===== src/rtl/iic_pkg.sv =====
// iic_pkg: shared types and constants for the I2C byte engine and the I2C register file
//   iic_state_e  : byte engine sequencer states
//   quarter_e    : quarter index q0..q3 within every bus state
//   IICCON_*     : IICCON bit positions of the start/stop/rw/ack command fields
package iic_pkg;

    typedef enum logic [2:0] {IDLE, START, BIT, ACK, STOP} iic_state_e;

    typedef enum logic [1:0] {Q0, Q1, Q2, Q3} quarter_e;

    localparam int IICCON_START = 0;
    localparam int IICCON_STOP  = 1;
    localparam int IICCON_RW    = 2;
    localparam int IICCON_ACK   = 3;

endpackage


===== src/rtl/iic_quarter_tick.sv =====
// iic_quarter_tick: quarter-bit prescaler counting 0..div, producing a one-cycle tick per quarter
//   clk, reset : clock, synchronous active-high reset
//   en_i       : count while high; counter parks at 0 otherwise
//   load_i     : latch div_i as the quarter length (div_i+1 cycles)
//   hold_i     : freeze the counter (SCL stretching)
//   div_i      : quarter length minus one
//   tick_o     : last cycle of the current quarter
//   first_o    : first non-held cycle of the current quarter
module iic_quarter_tick (
    input  logic       clk,
    input  logic       reset,
    input  logic       en_i,
    input  logic       load_i,
    input  logic       hold_i,
    input  logic [7:0] div_i,
    output logic       tick_o,
    output logic       first_o
);
    logic [7:0] div_q, cnt_q;

    assign tick_o  = en_i && !hold_i && cnt_q == div_q;
    // With a held counter the sample point moves to the cycle SCL is really high.
    assign first_o = en_i && !hold_i && cnt_q == 8'd0;

    always_ff @(posedge clk) begin
        if (reset) begin
            div_q <= '0;
            cnt_q <= '0;
        end else begin
            if (load_i) div_q <= div_i;
            if (!en_i) cnt_q <= '0;
            else if (!hold_i) cnt_q <= tick_o ? 8'd0 : cnt_q + 8'd1;
        end
    end

endmodule


===== src/rtl/iic_byte_engine.sv =====
// iic_byte_engine: byte-level I2C master sequencing START, 8 data bits, ACK and STOP with open-drain SDA
//   clk, reset              : clock, synchronous active-high reset
//   cmd_valid               : command strobe, accepted only while idle
//   cmd_start/stop/rw       : START before byte, STOP after ACK, 0 = write din / 1 = read into dout
//   ack_in                  : read: 1 = master ACKs, 0 = NACK
//   din, clkdiv             : byte to send, quarter-bit length = clkdiv+1 cycles
//   scl_i, sda_i            : pad readback
//   busy, sending, done     : status; done pulses in the final busy cycle
//   dout, ack_out           : received byte, slave ACK seen by the last write
//   sck, sda_o, sda_t       : SCL, SDA output (always 0), SDA release (1 = released)
// Define IIC_CLK_STRETCH_EN to hold the prescaler while a slave keeps scl_i low in a high-SCL quarter.
module iic_byte_engine
    import iic_pkg::*;
(
    input  logic       clk,
    input  logic       reset,
    input  logic       cmd_valid,
    input  logic       cmd_start,
    input  logic       cmd_stop,
    input  logic       cmd_rw,
    input  logic       ack_in,
    input  logic [7:0] din,
    input  logic [7:0] clkdiv,
    input  logic       scl_i,
    input  logic       sda_i,
    output logic       busy,
    output logic       sending,
    output logic       done,
    output logic [7:0] dout,
    output logic       ack_out,
    output logic       sck,
    output logic       sda_o,
    output logic       sda_t
);
    iic_state_e st_q, st_d;
    quarter_e   qt_q, qt_d;
    logic [2:0] bit_q, bit_d;
    logic [3:0] cmd_w;
    logic [7:0] tx_q, dout_q;
    logic       stop_q, rw_q, ack_q, ack_out_q, idle_low_q;
    logic       accept, tick, first, hold, last;

    always_comb begin
        cmd_w = '0;
        cmd_w[IICCON_START] = cmd_start;
        cmd_w[IICCON_STOP]  = cmd_stop;
        cmd_w[IICCON_RW]    = cmd_rw;
        cmd_w[IICCON_ACK]   = ack_in;
    end

    assign busy    = st_q != IDLE;
    assign accept  = cmd_valid && !busy;
    assign sending = busy && !rw_q;
    assign last    = qt_q == Q3 && (st_q == STOP || (st_q == ACK && !stop_q));
    assign done    = tick && last;
    assign dout    = dout_q;
    assign ack_out = ack_out_q;
    assign sda_o   = 1'b0;

`ifdef IIC_CLK_STRETCH_EN
    assign hold = sck && !scl_i;
`else
    logic unused_scl;
    assign unused_scl = scl_i;
    assign hold = 1'b0;
`endif

    iic_quarter_tick u_tick (
        .clk     (clk),
        .reset   (reset),
        .en_i    (busy),
        .load_i  (accept),
        .hold_i  (hold),
        .div_i   (clkdiv),
        .tick_o  (tick),
        .first_o (first)
    );

    always_comb begin
        st_d  = st_q;
        qt_d  = qt_q;
        bit_d = bit_q;
        if (accept) begin
            st_d  = cmd_w[IICCON_START] ? START : BIT;
            qt_d  = Q0;
            bit_d = '0;
        end else if (tick) begin
            qt_d = quarter_e'(qt_q + 2'd1);
            if (qt_q == Q3) begin
                case (st_q)
                    START: st_d = BIT;
                    BIT: begin
                        bit_d = bit_q + 3'd1;
                        st_d  = (bit_q == 3'd7) ? ACK : BIT;
                    end
                    ACK:     st_d = stop_q ? STOP : IDLE;
                    default: st_d = IDLE;
                endcase
            end
        end
    end

    // Idle SCL is high after reset/STOP and parked low after a byte without STOP.
    always_comb begin
        sck   = !idle_low_q;
        sda_t = 1'b1;
        case (st_q)
            START: begin
                sck   = qt_q != Q3;
                sda_t = qt_q == Q0;
            end
            BIT: begin
                sck   = qt_q >= Q2;
                sda_t = rw_q || tx_q[7];
            end
            ACK: begin
                sck   = qt_q >= Q2;
                sda_t = !(rw_q && ack_q);
            end
            STOP: begin
                sck   = qt_q != Q0;
                sda_t = qt_q >= Q2;
            end
            default: ;
        endcase
    end

    always_ff @(posedge clk) begin
        if (reset) begin
            st_q       <= IDLE;
            qt_q       <= Q0;
            bit_q      <= '0;
            stop_q     <= 1'b0;
            rw_q       <= 1'b0;
            ack_q      <= 1'b0;
            tx_q       <= '0;
            dout_q     <= '0;
            ack_out_q  <= 1'b0;
            idle_low_q <= 1'b0;
        end else begin
            st_q  <= st_d;
            qt_q  <= qt_d;
            bit_q <= bit_d;
            if (accept) begin
                stop_q <= cmd_w[IICCON_STOP];
                rw_q   <= cmd_w[IICCON_RW];
                ack_q  <= cmd_w[IICCON_ACK];
                tx_q   <= din;
            end else if (tick && st_q == BIT && qt_q == Q3) begin
                tx_q <= {tx_q[6:0], 1'b0};
            end
            if (first && qt_q == Q3) begin
                if (st_q == BIT && rw_q) dout_q <= {dout_q[6:0], sda_i};
                if (st_q == ACK && !rw_q) ack_out_q <= !sda_i;
            end
            if (done) idle_low_q <= !stop_q;
        end
    end

endmodule


===== config.mk =====
export PLATFORM = sky130hd
export DESIGN_NAME = iic_byte_engine
export DESIGN_NICKNAME = d
export VERILOG_FILES = /design/src/rtl/iic_pkg.sv /design/src/rtl/iic_quarter_tick.sv /design/src/rtl/iic_byte_engine.sv
export SDC_FILE = /design/constraint.sdc
export NUM_CORES = 1
export LEC_CHECK = 0
export CAP_MARGIN = 20
export CORE_MARGIN = 1
export CORE_UTILIZATION = 30
export DETAILED_ROUTE_END_ITERATION = 10
export PLACE_DENSITY = 0.53
export SYNTH_ARGS = -nofsm -noshare
export SYNTH_HDL_FRONTEND = slang
export SYNTH_SLANG_ARGS = --single-unit

===== constraint.sdc =====
create_clock -name clk -period 2.6 [get_ports clk]
set_clock_uncertainty 0.1 [all_clocks]
set_input_delay 0.52 -clock clk [delete_from_list [all_inputs] [get_ports clk]]
set_output_delay 0.52 -clock clk [all_outputs]
set_load 0.03 [all_outputs]

Word level (Yosys, flattened, before mapping)
Cells that the tools add are included.
- register bits after elaboration: 45
- word-level logic and storage cells: 71
- output and inout port bits: 15
- bits of input ports: 25
- order comparisons: 1
- bitwise operators: 1
- equality and inequality tests: 8
- muxes and demuxes: 11
- reductions and logical operators: 35
- $add $sub $neg: 3
- operator list (kind ; number):
    $mux W8 ; 2
    $logic_and A1 B1 Y1 ; 13
    $mux W3 ; 4
    $pmux W3 S3 ; 1
    $add A8 B1 Y8 const B ; 1
    $eq A8 B8 Y1 ; 1
    $logic_not A8 Y1 ; 1
    $reduce_bool A2 Y1 ; 4
    $eq A3 B2 Y1 const B ; 2
    $eq A3 B3 Y1 const B ; 2
    $logic_not A1 Y1 ; 6
    $reduce_and A2 Y1 ; 3
    $pmux W1 S4 ; 1
    $reduce_or A2 Y1 ; 2
    $add A3 B1 Y3 const B ; 1
    $eq A3 B1 Y1 const B ; 1
    $pmux W1 S3 ; 1
    $reduce_and A3 Y1 ; 1
    $reduce_bool A3 Y1 ; 1
    $reduce_or A3 Y1 ; 1
    $add A2 B1 Y2 const B ; 1
    $eq A2 B2 Y1 const B ; 1
    $ge A2 B2 Y1 const B ; 1
    $logic_not A2 Y1 ; 1
    5 further kinds ; 6

Depth between registers and ports, before layout
- depth after elaboration: 6
- depth in mapped cells: 7
- mapped depth without buffers: 6

Hierarchy
From an unflattened synthesis, not the netlist that was laid out.
- cells, all modules: 253
- area, all modules: 2242.2 µm²
- modules (own cells, without submodules) (module ; seq. area each (µm²) ; area each (µm²) ; cells each ; times used):
    iic_byte_engine ; 580.6 ; 1467.7 ; 172 ; 1
    iic_quarter_tick ; 320.3 ; 774.5 ; 81 ; 1

Worst setup path before layout
OpenSTA, ideal clock, no wires.
- path kind: flip-flop to output port
- from: register st_q[2]
- to: output port sck
- slack: 0.261 ns
- arrival: 1.719 ns
- stages on the path, launching flop included: 5
- data required time: 1.980 ns
- path buffers: 1
- cell sequence: dfxtp_1 > clkbuf_1 > mux2i_1 > nor3_1 > a221oi_1
- cells in the longest elaborated chain, start to end: 3
- elaborated cells on any way between the ends: 6
- those cells by class: 4 x eq/ne; 1 x mux; 1 x reduce/logical
- RTL lines (item ; RTL line ; RTL):
    from (decl) ; iic_byte_engine.sv:35 ; iic_state_e st_q, st_d;
    from (signal assigned) ; iic_byte_engine.sv:141 ; st_q <= st_d;
    $eq A3 B2 Y1 ; iic_byte_engine.sv:107 ; case (st_q)
    $reduce_or A2 Y1 (no line) ; -- ;
    $pmux W1 S3 * ; iic_byte_engine.sv:107 ;
    to (decl) ; iic_byte_engine.sv:31 ; output logic sck,
Every way passes the cells marked *; elsewhere a longest branch is shown, timed or not.

Worst setup path after layout
- from: register qt_q[0]
- to: output port sda_t
- cells in the longest elaborated chain, start to end: 2
- elaborated cells on any way between the ends: 3
- those cells by class: 1 x order compare; 1 x mux; 1 x reduce/logical
- RTL lines (item ; RTL line ; RTL):
    from (decl) ; iic_byte_engine.sv:36 ; quarter_e qt_q, qt_d;
    from (signal assigned) ; iic_byte_engine.sv:142 ; qt_q <= qt_d;
    $ge A2 B2 Y1 / $logic_not A2 Y1 (equally long branches) ; iic_byte_engine.sv:122, iic_byte_engine.sv:110 ;
    $pmux W1 S4 * ; iic_byte_engine.sv:107 ;
    to (decl) ; iic_byte_engine.sv:33 ; output logic sda_t
Marks and branches as above.

==> reports/metrics.cfg <==
[timing]
fmax_mhz = 402.5
holdWs_ps = 364.8
relSlewSlack_pct = 65.18
setup_tns_ps = 0
finalWorstSetupSlack_ps = 115.8
setup_viol = 0
slew_violations = 0
rsz0062_at_grt = no
finalCritPeriodShare_pct = 95.54
min_period_ps = 2484
hold_violations = 0
worst_pin_slew_ps = 515.1

[critical_path]
cp.depth = 6
worst-path-max-fanout = 3
endpoint_kind = output port
startpoint = qt_q[0]
cp-start-kind = register
required_ps = 1980
r2r_start = u_tick.cnt_q[2]
worstPathBufferInverterCount = 2
endpoint = sda_t
worst_r2r_endpoint = tx_q[6]
crit_type = reg -> out
worstPathCellList = inv_1 > ha_1 > nor2b_1 > o41ai_1 > o21ai_0 > dlygate4sd2_1
crit_path_max_incr_delay_ps = 370
arrival_ps = 1860
reg2reg_slack_ps = 490
reg2reg_depth = 6
critical_path.top_delay_family = buffers and inverters
critical_path.slowest_cell = dlygate4sd2_1

[synth]
synth_top_cell_area_share_pct = 41.26
synth.most_common_cell = dfxtp_1
yosys.area.top_type = dfxtp_1
synthFlopType = dfxtp_1
ys.warnings.count = 0
ys_types = 41
synth_edf_count = 0
syn-num-nets = 280
synthArstFlopShare_pct = 0
synth-seq-area-share_pct = 41.26
netlist_top_cells_count = 45 x dfxtp_1, 32 x nand2_1, 31 x nor2_1
syn_area_per_cell_um2 = 8.804
syn_area_mm2 = 0.002183
synth_seq_cells = 45
netlist_instances = 248
yosys-top-cells-area = dfxtp_1 41%, mux2i_1 8.7%, nand2_1 5.5%, nor2_1 5.3%, xor2_1 5.2%

[grt]
grt_pass1_wl_um = 8066
antenna_found_initial = 0
grt_max_degree = 33
grt_pass1_vias = 1764
grt_overflow = 0
grt_usage_pct = 13.37

[final_layout]
fin_nets = 317
drive_gt1_share_pct = 9.091
nFillCells = 740
multi_input_area_mm2 = 0.001189
fin_area_mm2 = 0.002756
area_delta_synth_final_pct = 26.25
diodes = 0
postLayoutCoreUtil_pct = 39.91
register_area_um2 = 902.1

[power]
peakVddDrop_uv = 216.8
seq_power_share_pct = 51.2
intPower_mw = 1.038
p_comb_share_pct = 19.1
power.density_mw_per_mm2 = 535.2
pwr-share-clk_pct = 29.8
p_sw_mw = 0.4369
p_leak_nw = 1.190
p_sw_share_pct = 29.61

[route]
dr.first_iter.drc_count = 46
ant_nets = 0
wl_per_cell_um = 11.95
viasPerCell = 4.613
dr_total_vias = 1762
route.detailed.drc = 0
drt-pass1-iter-count = 4
wirelength_um = 4566

[die]
initial_core_util_pct = 31.61
dieArea_mm2 = 0.007623
die_y_um = 87.31
coreArea_mm2 = 0.006907
rows = 30
die_w_um = 87.31
ios = 40

[placement]
port_buffers = 37
post-place-ws_ps = 115.9
hpwl_um = 3294
placed_cell_area_mm2 = 0.002653
gp_congestion = 0.7771

[clock_tree]
cts_buffers = 5
htreeDepth = 2
clockRootBuffer = clkbuf_8
cts_setup_buffers = 0
insertion_delay_ps = 290
cts_num_sinks = 45
cts.clk_slew.worst_paths_ps = 90
ctsHoldBuffers = 0
cts_tree = yes
clockBufferDepth = 2

[job]
cap_violations = 0

[min_path]
worstHoldPathType = reg -> reg

[outcome]
status = complete, no violations

==> flip-flops by register name, indices dropped and copies added, names as in the netlist <==
signal / flops
ack_out: 1
u_tick.div_q: 8
u_tick.cnt_q: 8
idle_low_q: 1
tx_q: 8
bit_q: 3
stop_q: 1
rw_q: 1
st_q: 3
dout: 8
ack_q: 1
qt_q: 2
==> layout make-up <==
cell class              count  area share (%)
inverters                   9           1.226
clock inverters             3          0.8171
clock buffers               5           2.497
repair buffers             44           15.25
flip-flops and latches     45           32.73
multi-input cells         180           43.12
well taps                  96           4.358
==> how the worst min path moves through the flow <==
stage,from,to,slack [ps],cells after the start
after floorplan,ack_q,ack_q,340,2
after global placement,ack_q,ack_q,350,2
after detailed placement,ack_q,ack_q,360,2
after CTS,ack_q,ack_q,370,2
after global routing,ack_q,ack_q,400,2
final,ack_q,ack_q,360,2
==> routing by layer <==
layer | up-vias | share of wire [%] | global-route usage (%)
li1 | 927 | - | -
met1 | 798 | 53 | 18.37
met2 | 32 | 42 | 21.09
met3 | 5 | 4.5 | 2.938
met4 | 0 | 0.64 | 3.577
met5 | - | 0 | 0
==> stage by stage <==
step | std cells | power (mW)
2_1_floorplan | 248 | 0.9504
3_3_place_gp | 374 | 1.053
3_5_place_dp | 374 | 1.054
4_1_cts | 382 | 1.498
5_1_grt | 382 | 1.561
6_report | 382 | 1.475
==> layout by cell type, fill, tap and decap left out, types with 3 or more instances in the layout <==
master / instances
buf_4: 8
nor3_1: 4
inv_1: 9
dfxtp_1: 44
a21oi_1: 19
o21ai_0: 3
xor2_1: 13
nand2_1: 32
clkdlybuf4s50_1: 33
nand3_1: 9
nor4b_1: 3
clkbuf_8: 5
nor2_1: 31
ha_1: 7
a211oi_1: 7
mux2i_1: 19
==> power by group through the flow <==
stage / combinational [mW] / clock [mW] / sequential [mW]
after floorplan: 0.192 / 0 / 0.759
after global placement: 0.283 / 0 / 0.771
after detailed placement: 0.283 / 0 / 0.771
after CTS: 0.284 / 0.458 / 0.756
after global routing: 0.315 / 0.483 / 0.762
final: 0.281 / 0.439 / 0.755
==> worst reg2reg max path: stages (launching register included) <==
cell and delay (ps):
dfxtp_1 450, xor2_1 140, nor4_4 320, buf_4 180
nand4_2 380, mux2i_1 240, a211oi_1 240
==> cell families after synthesis <==
logic type | Yosys count | share of synthesized area (%)
xor+xnor | 15 | 6.361
other cells | 1 | 0.1718
simple gates | 99 | 23.44
flops | 45 | 41.26
mux | 19 | 8.710
buf+inv | 23 | 4.814
fa+ha+maj | 7 | 4.011
compound gates | 39 | 11.23
==> what timing repair did <==
item                       CTS  global route
cloned                       0             0
resized for setup            3             3
setup endpoints to repair    3             4
Power figures use the tool's default switching activity.
